### config.mk
export PLATFORM = sky130hd
export DESIGN_NAME = alu_step_sequencer_flat
export DESIGN_NICKNAME = d
export VERILOG_FILES = /design/src/rtl/alu_step_sequencer_if.sv /design/src/rtl/alu_step_sequencer.sv /design/src/flat_wrapper.sv
export SDC_FILE = /design/constraint.sdc
export NUM_CORES = 1
export LEC_CHECK = 0
export CELL_PAD_IN_SITES_DETAIL_PLACEMENT = 1
export CELL_PAD_IN_SITES_GLOBAL_PLACEMENT = 1
export CORE_MARGIN = 2
export CORE_UTILIZATION = 18
export CTS_BUF_LIST = sky130_fd_sc_hd__clkbuf_16
export DETAILED_ROUTE_END_ITERATION = 7
export GPL_TIMING_DRIVEN = 0
export PLACE_DENSITY_LB_ADDON = 0.1
export SYNTH_ARGS = -nofsm -noshare
export SYNTH_HDL_FRONTEND = slang
export SYNTH_SLANG_ARGS = --single-unit
### constraint.sdc
create_clock -name clock -period 3.85 [get_ports clock]
set_input_delay 0.5775 -clock clock [delete_from_list [all_inputs] [get_ports clock]]
set_output_delay 0.5775 -clock clock [all_outputs]
set_load 0.01 [all_outputs]
### src/rtl/alu_step_sequencer_if.sv
// Handshake and datapath-strobe bundle between the step sequencer and its datapath/requester.
interface alu_step_sequencer_if #(
   parameter int unsigned DATA_W = 32,
   parameter int unsigned NREG   = 16
);
   logic              start;
   logic              continuous;
   logic              mem_ready;
   logic [DATA_W-1:0] ir;

   logic              pc_out;
   logic              mar_in;
   logic              inc_pc;
   logic              zlow_in;
   logic              zlow_out;
   logic              pc_in;
   logic              read;
   logic              mdr_in;
   logic              mdr_out;
   logic              ir_in;
   logic              y_in;
   logic [NREG-1:0]   reg_out;
   logic [NREG-1:0]   reg_in;
   logic [4:0]        alu_op;
   logic              busy;
   logic              done;
   logic              err;
   logic [2:0]        step;

   // Requester/datapath side: issues commands, observes strobes.
   modport master (
      output start, continuous, mem_ready, ir,
      input  pc_out, mar_in, inc_pc, zlow_in, zlow_out, pc_in, read, mdr_in, mdr_out,
             ir_in, y_in, reg_out, reg_in, alu_op, busy, done, err, step
   );

   // Sequencer side.
   modport slave (
      input  start, continuous, mem_ready, ir,
      output pc_out, mar_in, inc_pc, zlow_in, zlow_out, pc_in, read, mdr_in, mdr_out,
             ir_in, y_in, reg_out, reg_in, alu_op, busy, done, err, step
   );
endinterface

### src/rtl/alu_step_sequencer.sv
// Fetch/execute step sequencer for a three-register ALU instruction:
// IDLE -> T0 (fetch addr) -> T1 (memory wait) -> T2 (IR load) -> T3/T4 (operands) -> T5 (writeback).
module alu_step_sequencer #(
   parameter int unsigned DATA_W      = 32,
   parameter int unsigned NREG        = 16,
   parameter int unsigned LAST_ALU_OP = 11,
   parameter int unsigned WAIT_MAX    = 15
) (
   input logic                 clock,
   input logic                 clear,
   alu_step_sequencer_if.slave bus
);
   localparam int unsigned RW = (NREG > 1) ? $clog2(NREG) : 1;
   localparam int unsigned WW = (WAIT_MAX > 0) ? $clog2(WAIT_MAX + 1) : 1;

   typedef enum logic [2:0] {
      S_IDLE = 3'd0,
      S_T0   = 3'd1,
      S_T1   = 3'd2,
      S_T2   = 3'd3,
      S_T3   = 3'd4,
      S_T4   = 3'd5,
      S_T5   = 3'd6,
      S_ERR  = 3'd7
   } state_t;

   state_t          r_state;
   state_t          w_next;
   logic [WW-1:0]   r_wait;

   logic [4:0]      w_opcode;
   logic [RW-1:0]   w_ra;
   logic [RW-1:0]   w_rb;
   logic [RW-1:0]   w_rc;
   logic            w_bad_op;
   logic            w_wait_max;
   logic [NREG-1:0] w_ra_hot;
   logic [NREG-1:0] w_rb_hot;
   logic [NREG-1:0] w_rc_hot;
   logic            w_unused_ir;

   assign w_opcode    = bus.ir[DATA_W-1 -: 5];
   assign w_ra        = bus.ir[DATA_W-6 -: RW];
   assign w_rb        = bus.ir[DATA_W-6-RW -: RW];
   assign w_rc        = bus.ir[DATA_W-6-2*RW -: RW];
   assign w_bad_op    = (32'(w_opcode) > LAST_ALU_OP);
   assign w_wait_max  = (32'(r_wait) == WAIT_MAX);
   assign w_unused_ir = ^bus.ir;

   // Register-field decoders; an index at or above NREG simply selects nothing.
   always_comb begin
      w_ra_hot = '0;
      w_rb_hot = '0;
      w_rc_hot = '0;
      for (int unsigned i = 0; i < NREG; i++) begin
         w_ra_hot[i] = (32'(w_ra) == i);
         w_rb_hot[i] = (32'(w_rb) == i);
         w_rc_hot[i] = (32'(w_rc) == i);
      end
   end

   // State register.
   always_ff @(posedge clock or negedge clear) begin
      if (!clear) r_state <= S_IDLE;
      else        r_state <= w_next;
   end

   // T1 wait counter: counts cycles without mem_ready, zero outside T1 so every T1 entry starts at 0.
   always_ff @(posedge clock or negedge clear) begin
      if (!clear)                                 r_wait <= '0;
      else if (r_state == S_T1 && !bus.mem_ready) r_wait <= r_wait + 1'b1;
      else                                        r_wait <= '0;
   end

   // Next-state logic.
   always_comb begin
      w_next = r_state;
      case (r_state)
         S_IDLE: if (bus.start) w_next = S_T0;
         S_T0:   w_next = S_T1;
         S_T1: begin
            if (bus.mem_ready)   w_next = S_T2;
            else if (w_wait_max) w_next = S_ERR;
         end
         S_T2:   w_next = S_T3;
         S_T3:   w_next = w_bad_op ? S_ERR : S_T4;
         S_T4:   w_next = S_T5;
         S_T5:   w_next = bus.continuous ? S_T0 : S_IDLE;
         S_ERR:  if (bus.start) w_next = S_IDLE;
         default: w_next = S_IDLE;
      endcase
   end

   // Output decode: Moore on state, except the T1 exit strobes which follow mem_ready.
   always_comb begin
      bus.pc_out   = 1'b0;
      bus.mar_in   = 1'b0;
      bus.inc_pc   = 1'b0;
      bus.zlow_in  = 1'b0;
      bus.zlow_out = 1'b0;
      bus.pc_in    = 1'b0;
      bus.read     = 1'b0;
      bus.mdr_in   = 1'b0;
      bus.mdr_out  = 1'b0;
      bus.ir_in    = 1'b0;
      bus.y_in     = 1'b0;
      bus.reg_out  = '0;
      bus.reg_in   = '0;
      bus.alu_op   = '0;
      bus.done     = 1'b0;
      bus.err      = (r_state == S_ERR);
      bus.busy     = (r_state != S_IDLE) && (r_state != S_ERR);
      bus.step     = r_state;
      case (r_state)
         S_T0: begin
            bus.pc_out  = 1'b1;
            bus.mar_in  = 1'b1;
            bus.inc_pc  = 1'b1;
            bus.zlow_in = 1'b1;
         end
         S_T1: begin
            bus.read     = 1'b1;
            bus.mdr_in   = 1'b1;
            bus.zlow_out = bus.mem_ready;
            bus.pc_in    = bus.mem_ready;
         end
         S_T2: begin
            bus.mdr_out = 1'b1;
            bus.ir_in   = 1'b1;
         end
         S_T3: begin
            if (!w_bad_op) begin
               bus.reg_out = w_rb_hot;
               bus.y_in    = 1'b1;
            end
         end
         S_T4: begin
            bus.reg_out = w_rc_hot;
            bus.zlow_in = 1'b1;
            bus.alu_op  = w_opcode;
         end
         S_T5: begin
            bus.zlow_out = 1'b1;
            bus.reg_in   = w_ra_hot;
            bus.done     = 1'b1;
         end
         default: ;
      endcase
   end
endmodule

### src/flat_wrapper.sv
// flat-port wrapper written by rule: the top's interface ports become plain ports
module alu_step_sequencer_flat 
#(
   parameter int unsigned DATA_W      = 32,
   parameter int unsigned NREG        = 16,
   parameter int unsigned LAST_ALU_OP = 11,
   parameter int unsigned WAIT_MAX    = 15
)
  (clock, clear, bus_start, bus_continuous, bus_mem_ready, bus_ir, bus_pc_out, bus_mar_in, bus_inc_pc, bus_zlow_in, bus_zlow_out, bus_pc_in, bus_read, bus_mdr_in, bus_mdr_out, bus_ir_in, bus_y_in, bus_reg_out, bus_reg_in, bus_alu_op, bus_busy, bus_done, bus_err, bus_step);
  alu_step_sequencer_if #(.DATA_W(DATA_W), .NREG(NREG)) bus_i ();
  input logic clock;
  input logic clear;
  input wire logic [$bits(bus_i.start)-1:0] bus_start;
  input wire logic [$bits(bus_i.continuous)-1:0] bus_continuous;
  input wire logic [$bits(bus_i.mem_ready)-1:0] bus_mem_ready;
  input wire logic [$bits(bus_i.ir)-1:0] bus_ir;
  output wire logic [$bits(bus_i.pc_out)-1:0] bus_pc_out;
  output wire logic [$bits(bus_i.mar_in)-1:0] bus_mar_in;
  output wire logic [$bits(bus_i.inc_pc)-1:0] bus_inc_pc;
  output wire logic [$bits(bus_i.zlow_in)-1:0] bus_zlow_in;
  output wire logic [$bits(bus_i.zlow_out)-1:0] bus_zlow_out;
  output wire logic [$bits(bus_i.pc_in)-1:0] bus_pc_in;
  output wire logic [$bits(bus_i.read)-1:0] bus_read;
  output wire logic [$bits(bus_i.mdr_in)-1:0] bus_mdr_in;
  output wire logic [$bits(bus_i.mdr_out)-1:0] bus_mdr_out;
  output wire logic [$bits(bus_i.ir_in)-1:0] bus_ir_in;
  output wire logic [$bits(bus_i.y_in)-1:0] bus_y_in;
  output wire logic [$bits(bus_i.reg_out)-1:0] bus_reg_out;
  output wire logic [$bits(bus_i.reg_in)-1:0] bus_reg_in;
  output wire logic [$bits(bus_i.alu_op)-1:0] bus_alu_op;
  output wire logic [$bits(bus_i.busy)-1:0] bus_busy;
  output wire logic [$bits(bus_i.done)-1:0] bus_done;
  output wire logic [$bits(bus_i.err)-1:0] bus_err;
  output wire logic [$bits(bus_i.step)-1:0] bus_step;
  assign bus_i.start = bus_start;
  assign bus_i.continuous = bus_continuous;
  assign bus_i.mem_ready = bus_mem_ready;
  assign bus_i.ir = bus_ir;
  assign bus_pc_out = bus_i.pc_out;
  assign bus_mar_in = bus_i.mar_in;
  assign bus_inc_pc = bus_i.inc_pc;
  assign bus_zlow_in = bus_i.zlow_in;
  assign bus_zlow_out = bus_i.zlow_out;
  assign bus_pc_in = bus_i.pc_in;
  assign bus_read = bus_i.read;
  assign bus_mdr_in = bus_i.mdr_in;
  assign bus_mdr_out = bus_i.mdr_out;
  assign bus_ir_in = bus_i.ir_in;
  assign bus_y_in = bus_i.y_in;
  assign bus_reg_out = bus_i.reg_out;
  assign bus_reg_in = bus_i.reg_in;
  assign bus_alu_op = bus_i.alu_op;
  assign bus_busy = bus_i.busy;
  assign bus_done = bus_i.done;
  assign bus_err = bus_i.err;
  assign bus_step = bus_i.step;
  alu_step_sequencer #(.DATA_W(DATA_W), .NREG(NREG), .LAST_ALU_OP(LAST_ALU_OP), .WAIT_MAX(WAIT_MAX)) u_core (.clock(clock), .clear(clear), .bus(bus_i));
endmodule
==> flow_metrics.tcl, run 1 <==
set metrics [dict create \
    postPlaceCellArea_um2 1640 \
    tns_ns 0 \
    synth_common_cells "nor2_1, o22ai_1, dfrtp_1, nand2_1, nand2b_1" \
    report.final.slew_viol_count 0 \
    finalSetupViolCount 0 \
    crit_start "bus_ir[29]" \
    yosysTopAreaCellShare_pct 21.2 \
    grt_max_degree 11 \
    syn_area_um2 827 \
    area_growth_syn_to_layout_pct 108 \
    finClkSkew_ns 0.00513 \
    met1_length_um 1490 \
    finalHoldViolations 0 \
    slew-limit-headroom_pct 67.1 \
    design_area_um2 1720 \
    drc_errors 0 \
    cts_buffers 3 \
    start_util_pct 18.9 \
    grt-ovfl-total 0 \
    clk_latency_ns 0.23 \
    clkTransAtPathRegs_ns 0.03 \
    synth_ff_type "dfrtp_1" \
    hp-start "u_core.r_wait[0]" \
    die_w_um 71.8 \
    worst_pin_slew_ns 0.492 \
    htree_levels 1 \
    cts_setup_buffers 0 \
    route.met3.wl_um 265 \
    dieArea_um2 5150 \
    post-synth-top-count-cell "nor2_1" \
    yosysTopAreaCell "dfrtp_1" \
    critPathKind "input port to output pin" \
    synth_area_per_cell_um2 6.89 \
    cts_tree "yes" \
    fillers 532 \
    max_freq_mhz 315 \
    nets 238 \
    setup_ws_ns 0.672 \
    via_per_inst 4.70 \
    hpwl_um 2970 \
    diodes 0 \
    drtAntennaViolNets 0 \
    reg2reg_from "u_core.bus.step[0]" \
    first_pass_iters 4 \
    routed_wirelength_um 3640 \
    yosysUniqueCellTypes 35 \
    fin_crit_sh_pct 82.5 \
    antenna_found_initial 0 \
    clock-sinks 7 \
    num_vias 1180 \
    rsz0062_at_grt "no" \
    die_height_um 71.8 \
    final_util_pct 39.3 \
    ioPinCount 91 \
    cts_hold_buf 0 \
    p_leak_nw 0.647 \
    routed.top_layer "met4" \
    cp_max_fo 5 \
    post_cts_resized 0 \
    gp_congestion 0.849 \
    rows 24 \
    ys_warn_count 0 \
    synth-edff-count 0 \
    critPathCaptureType "output pin" \
    cap_viol_max_count 0 \
    grt_pass1_wl_um 6040 \
    async_reset_ff_share_pct 100 \
    arrival_ns 2.60 \
    seq_area_frac_synth_pct 21.2 \
    portBuffers 75 \
    ys_ff_latch 7 \
    hp-class "flip-flop to flip-flop" \
    min_period_ns 3.18 \
    drt_iter0_drc 28 \
    run_status "finished clean" \
    pre_cts_slack_ns 0.682 \
    coreArea_um2 4380 \
    ir_drop_v 0.000334 \
    syn_inst 120 \
    p_per_area_nw_per_um2 473 \
    cts.path.max_buffers 2 \
    grt_use_total_pct 14.4 \
    routedWlPerCell_um 14.5 \
    synth_nets 158 \
    met2_wirelength_um 1870 \
    cts_root_buf "clkbuf_16" \
    crit_required_ns 3.27 \
    critical_path.startpoint_type "input port" \
    first_global_vias 1274 \
    drive_gt1_share_pct 8.54 \
    yosys-top-cells-area "dfrtp_1, o22ai_1, nor2_1" \
]
final timing paths:
kind	depth (start not counted)	to	slack, ns
worst max-delay path	7	bus_reg_out[3]	0.67
worst min-delay path	1	u_core.r_wait[0]	0.47
worst max register to register	6	u_core.bus.step[2]	2.05
worst min register to register	1	u_core.r_wait[0]	0.47
max in group asynchronous	1	u_core.r_wait[2]	2.99
min in group asynchronous	1	u_core.bus.step[0]	0.61
cell families after synthesis:
logic type               count (synthesis)  share of synthesized area [%]
AO/OA/AOI/OAI                           26                           21.0
XOR/XNOR                                 2                           2.12
adder cells (fa/ha/maj)                  1                           1.51
flip-flops                               7                           21.2
AND/OR/NAND/NOR                         70                           44.6
buffers and inverters                   14                           9.53
through the flow:
step / cells / hold WS [ns] / power [W]
5_1_grt: 251 / 0.513 / 0.000880
6_report: 251 / 0.468 / 0.000815
3_5_place_dp: 247 / 0.466 / 0.000639
3_3_place_gp: 247 / 0.450 / 0.000633
2_1_floorplan: 120 / 0.282 / 0.000382
4_1_cts: 251 / 0.474 / 0.000825
worst max-delay path, cell delays in order:
cell	delay (ns)
clkdlybuf4s50_1	0.41
a21oi_1	0.21
and3_1	0.18
clkbuf_1	0.21
nand3_1	0.21
o22ai_1	0.23
clkdlybuf4s50_1	0.57
registers in the layout, indices dropped and copies added, names as in the netlist:
register,cells
u_core.bus.step,3
u_core.r_wait,4
cell type report:
cell class | count | area (µm²) | share of cell area [%]
plain buffers | 11 | 67.6 | 3.92
clock buffers | 3 | 75.1 | 4.36
clock inverters | 1 | 3.75 | 0.218
inverters | 3 | 11.3 | 0.654
multi-input cells | 99 | 573 | 33.3
flip-flops and latches | 7 | 175 | 10.2
well taps | 52 | 65.1 | 3.78
repair buffers | 75 | 751 | 43.6
layer usage:
layer | vias to the layer above | global-route usage [%]
met2 | 46 | 26.5
met1 | 544 | 17.5
li1 | 588 | -
met5 | - | 0
met3 | 2 | 3.09
met4 | 0 | 2.31
cell usage in the layout (no fill, tap or decap), drive strengths merged, types with 2 or more instances in the layout:
cell type,netlist,final
and3,6,6
nand2,7,7
nor2b,2,2
and2,2,2
nor3b,2,2
buf,7,7
clkbuf,4,7
or2,3,3
clkdlybuf4s50,0,75
o22ai,16,16
nor2,23,23
nand2b,7,7
a21oi,2,2
inv,3,4
o21ai,2,2
nor3,4,4
nand3b,6,6
nand3,5,5
dfrtp,7,7
report_power, final:
part,leakage (nW),internal (W),switching [W]
clock network,0.0423,0.000135,0.0000418
logic,0.513,0.000284,0.000245
registers,0.0920,0.0000940,0.0000147
total,0.647,0.000513,0.000301
Power figures use the tool's default switching activity.
==> run 2: changes to the inputs <==
- CORE_UTILIZATION: 18 -> 17
- clock period: 3.85 -> 3 ns (I/O delays scaled with it)
==> run 2 against run 1 <==
  * Count of clock-buffer cells in the layout did not move
  * Routed wire length fell by 0.55%
  * Global-route usage fell by 1.9 points
  * Critical endpoint is now bus_reg_out[12]
  * Register-to-register slack got worse by 0.81 ns
  * Largest power group unchanged
  * Clock skew fell by 0.0032 ns
  * Setup slack got worse by 0.53 ns
  * Non-clock buffer count fell by 1
  * Cell count rose by 0.40%
  * Clock power rose by 24%
==> flow_metrics.tcl, run 2 (synthesis results as in run 1) <==
set metrics [dict create \
    slew-limit-headroom_pct 71.7 \
    cts_tree "yes" \
    coreArea_um2 4690 \
    critPathKind "flip-flop to output pin" \
    num_vias 1194 \
    cts_hold_buf 0 \
    die_w_um 73.8 \
    worst_pin_slew_ns 0.423 \
    report.final.slew_viol_count 0 \
    critPathCaptureType "output pin" \
    arrival_ns 2.41 \
    p_leak_nw 0.702 \
    dieArea_um2 5440 \
    area_growth_syn_to_layout_pct 110 \
    drive_gt1_share_pct 9.09 \
    final_cell_mix "clkdlybuf4s50_1, nor2_1, o22ai_1" \
    finalHoldViolations 0 \
    drtAntennaViolNets 0 \
    clkTransAtPathRegs_ns 0.04 \
    fin_crit_sh_pct 95.3 \
    portBuffers 75 \
    ir_drop_v 0.000355 \
    first_global_vias 1157 \
    use_met2_pct 22.7 \
    rsz0062_at_grt "no" \
    routed_wirelength_um 3620 \
    die_height_um 73.8 \
    cp_max_fo 10 \
    cts_setup_buffers 0 \
    drt_iter0_drc 50 \
    gr-max-usage-layer "met2" \
    run_status "finished clean" \
    cts.path.max_buffers 2 \
    grt_max_degree 11 \
    met3_usage_pct 0.823 \
    max_freq_mhz 350 \
    ioPinCount 91 \
    via_per_inst 4.74 \
    hpwl_um 3020 \
    largest_reg_flops 4 \
    grt_pass1_wl_um 5590 \
    antenna_found_initial 0 \
    critical_path.startpoint_type "flip-flop" \
    diodes 0 \
    grt_use_total_pct 12.6 \
    hp-class "input port to async pin" \
    gp_congestion 0.797 \
    rows 25 \
    final_util_pct 37.0 \
    fillers 576 \
    clock-sinks 7 \
    crit_required_ns 2.55 \
    use_met1_pct 16.6 \
    min_period_ns 2.86 \
    first_pass_iters 4 \
    finClkSkew_ns 0.00197 \
    drc_errors 0 \
    clk_latency_ns 0.23 \
    tns_ns 0 \
    finalSetupViolCount 0 \
    cts_buffers 3 \
    cap_viol_max_count 0 \
    start_util_pct 17.6 \
    post_cts_resized 0 \
    nets 237 \
    regMostFlops "u_core.r_wait" \
    final_common_cell "clkdlybuf4s50_1" \
    htree_levels 1 \
    p_per_area_nw_per_um2 597 \
    cts_root_buf "clkbuf_16" \
    routedWlPerCell_um 14.4 \
    grt-ovfl-total 0 \
]
## run 2: layer usage
layer	vias to the layer above	routed length, µm
met1	557	1540
met5	-	0
met3	4	226
met2	52	1810
li1	581	-
met4	0	36
## run 2: final timing paths
path | from | endpoint | cells after the start | slack, ns
worst max register to register | u_core.bus.step[0] | u_core.bus.step[2] | 6 | 1.24
max in group asynchronous | clear | u_core.bus.step[2] | 1 | 2.28
worst max-delay path | u_core.bus.step[0] | bus_reg_out[12] | 7 | 0.14
worst min register to register | u_core.r_wait[0] | u_core.r_wait[0] | 1 | 0.48
worst min-delay path | clear | u_core.bus.step[1] | 1 | 0.48
min in group clock | u_core.r_wait[0] | u_core.r_wait[0] | 1 | 0.48
## run 2: layout make-up
type	count	area (µm²)	share of cell area (%)
clock buffers	3	75.1	4.33
flip-flops and latches	7	175	10.1
multi-input cells	99	578	33.3
clock inverters	1	3.75	0.216
plain buffers	10	66.3	3.82
repair buffers	75	758	43.7
well taps	54	67.6	3.89
inverters	3	11.3	0.649
## run 2: critical path: stages, from the launching register on
cell             delay, ns
dfrtp_1               0.36
buf_6                 0.14
nor2b_1               0.12
clkbuf_4              0.19
and2_2                0.18
or3b_1                0.44
o22ai_1               0.18
clkdlybuf4s50_1       0.57
## run 2: power breakdown
group / internal [W] / total (W) / leakage, nW / switching [W]
Sequential: 0.000121 / 0.000141 / 0.0920 / 0.0000200
Combinational: 0.000367 / 0.000676 / 0.568 / 0.000309
Clock: 0.000173 / 0.000220 / 0.0423 / 0.0000469
## run 2: through the flow
step	power (W)	worst slack [ns]	std cells	area, µm²	hold slack [ns]
after floorplan	0.000491	0.922	120	827	0.154
after global placement	0.000817	0.120	249	1650	0.454
after detailed placement	0.000820	0.111	249	1650	0.463
after CTS	0.00105	0.0988	253	1720	0.482
after global routing	0.00111	0.00755	252	1740	0.505
final	0.00104	0.140	252	1740	0.476
==> run 3: changes to the inputs <==
==> constraint.sdc (replaced) <==
create_clock -name clock -period 3 [get_ports clock]
set_input_delay 0.3 -clock clock [delete_from_list [all_inputs] [get_ports clock]]
set_output_delay 0.3 -clock clock [all_outputs]
set_load 0.01 [all_outputs]
==> run 3 against run 2 <==
  * Cell count is 0.40% higher
  * Setup slack better by 0.12 ns
  * Via count is 0.25% lower
  * Count of clock-buffer cells in the layout stayed put
  * Fmax is 4.6% higher
  * Clock power hardly changed
  * Total power is 0.27% lower
  * Combinational power hardly changed
  * Final area is 0.65% lower
  * Sequential cell count stayed put
  * Clock skew stayed put
  * Sequential power hardly changed
  * Largest power group unchanged
==> flow_metrics.tcl, run 3 (synthesis results as in run 1) <==
set metrics [dict create \
    cts_root_buf "clkbuf_16" \
    grt_max_degree 11 \
    reg2reg_setup_slack_ns 1.24 \
    crit_start "u_core.bus.step[0]" \
    htree_levels 1 \
    rows 25 \
    routed_wirelength_um 3590 \
    tns_ns 0 \
    grt-ovfl-total 0 \
    coreArea_um2 4690 \
    clkTransAtPathRegs_ns 0.04 \
    critPathCaptureType "output pin" \
    worstPathCellList "buf_6 -> nor2b_1 -> clkbuf_2 -> and2_2 -> or3b_1 -> o22ai_1 -> clkdlybuf4s50_1" \
    gp_congestion 0.797 \
    slowest_delay_ns 0.56 \
    report.final.slew_viol_count 0 \
    cts.path.max_buffers 2 \
    ioPinCount 91 \
    fin_crit_sh_pct 91.2 \
    regMostFlops "u_core.r_wait" \
    postPlaceCellArea_um2 1650 \
    start_util_pct 17.6 \
    drive_gt1_share_pct 8.54 \
    first_global_vias 1157 \
    slew-limit-headroom_pct 71.7 \
    drt_iter0_drc 48 \
    critPathKind "flip-flop to output pin" \
    reg2reg_to "u_core.bus.step[2]" \
    crit_required_ns 2.70 \
    num_vias 1191 \
    worst_pin_slew_ns 0.423 \
    arrival_ns 2.44 \
    crit_path_end "bus_reg_out[8]" \
    finalHoldViolations 0 \
    hpwl_um 3020 \
    p_per_area_nw_per_um2 600 \
    ir_drop_v 0.000345 \
    diodes 0 \
    max_freq_mhz 366 \
    grt_pass1_wl_um 5590 \
    drtAntennaViolNets 0 \
    final_cell_mix "clkdlybuf4s50_1, nor2_1, o22ai_1" \
    cts_tree "yes" \
    reg2reg_from "u_core.bus.step[0]" \
    run_status "finished clean" \
    final_common_cell "clkdlybuf4s50_1" \
    min_period_ns 2.74 \
    post_cts_resized 0 \
    fillers 578 \
    rsz0062_at_grt "no" \
    cp_max_fo 10 \
    portBuffers 75 \
    die_w_um 73.8 \
    finalSetupViolCount 0 \
    critical_path.startpoint_type "flip-flop" \
    cpMaxStageDelayCell "clkdlybuf4s50_1" \
    drc_errors 0 \
    die_height_um 73.8 \
    crit_family "buffers and inverters" \
    dieArea_um2 5440 \
    nets 238 \
    seq_area_um2 175 \
    critPathBufInv 3 \
    cts_setup_buffers 0 \
    via_per_inst 4.71 \
    antenna_found_initial 0 \
    grt_use_total_pct 12.6 \
    hp-class "input port to async pin" \
    cts_buffers 3 \
    worst-r2r-cell-count 6 \
    multi_input_area_um2 573 \
    clk_latency_ns 0.23 \
    finClkSkew_ns 0.00197 \
    first_pass_iters 4 \
    p_leak_nw 0.647 \
    design_area_um2 1720 \
    routedWlPerCell_um 14.2 \
    area_growth_syn_to_layout_pct 108 \
    cap_viol_max_count 0 \
    largest_reg_flops 4 \
    clock-sinks 7 \
    cts_hold_buf 0 \
    path_depth 7 \
]
[run 3: worst reg2reg max path, delay by kind of cell (launching register included)]
kind / cells / cell delay, ns
flip-flops: 1 / 0.39
buffers and inverters: 2 / 0.31
AO/OA/AOI/OAI: 3 / 0.42
AND/OR/NAND/NOR: 1 / 0.51
[run 3: worst min-delay path by stage]
stage / startpoint / endpoint / cells past startpoint
floorplan: clear / u_core.bus.step[0] / 0
global placement: u_core.r_wait[0] / u_core.r_wait[0] / 1
detailed placement: u_core.r_wait[0] / u_core.r_wait[0] / 1
CTS: clear / u_core.bus.step[1] / 1
global route: clear / u_core.bus.step[1] / 1
finish: clear / u_core.bus.step[1] / 1
[run 3: metrics by stage]
stage          hold WS (ns)  worst slack [ns]  power, W  util, %  cells
5_1_grt               0.357            0.0723   0.00111     36.7    253
4_1_cts               0.345             0.251   0.00105     36.7    253
3_5_place_dp          0.463             0.411  0.000820     35.1    249
3_3_place_gp          0.454             0.420  0.000817     35.1    249
6_report              0.334             0.265   0.00103     36.7    253
2_1_floorplan       0.00441              1.07  0.000491        -    120
[run 3: area by class of cell]
class                           count  area share (%)
Clock inverter                      1           0.218
Clock buffer                        3            4.35
Sequential cell                     7            10.2
Buffer                             11            3.92
Timing Repair Buffer               75            43.5
Multi-Input combinational cell     99            33.2
Inverter                            3           0.653
Tap cell                           54            3.92
[run 3: per-layer routing]
metal / up-vias / GRT usage, % / routed length (µm)
met2: 49 / 22.7 / 1820
met3: 2 / 0.823 / 210
met5: - / 0 / 0
met4: 0 / 1.82 / 21
met1: 557 / 16.6 / 1540
li1: 583 / - / -
[run 3: power breakdown]
group / internal [W] / switching (W) / leakage (nW) / total (W)
sequential: 0.000121 / 0.0000200 / 0.0920 / 0.000141
combinational: 0.000364 / 0.000309 / 0.513 / 0.000673
clock: 0.000173 / 0.0000469 / 0.0423 / 0.000220
total: 0.000658 / 0.000376 / 0.647 / 0.00103
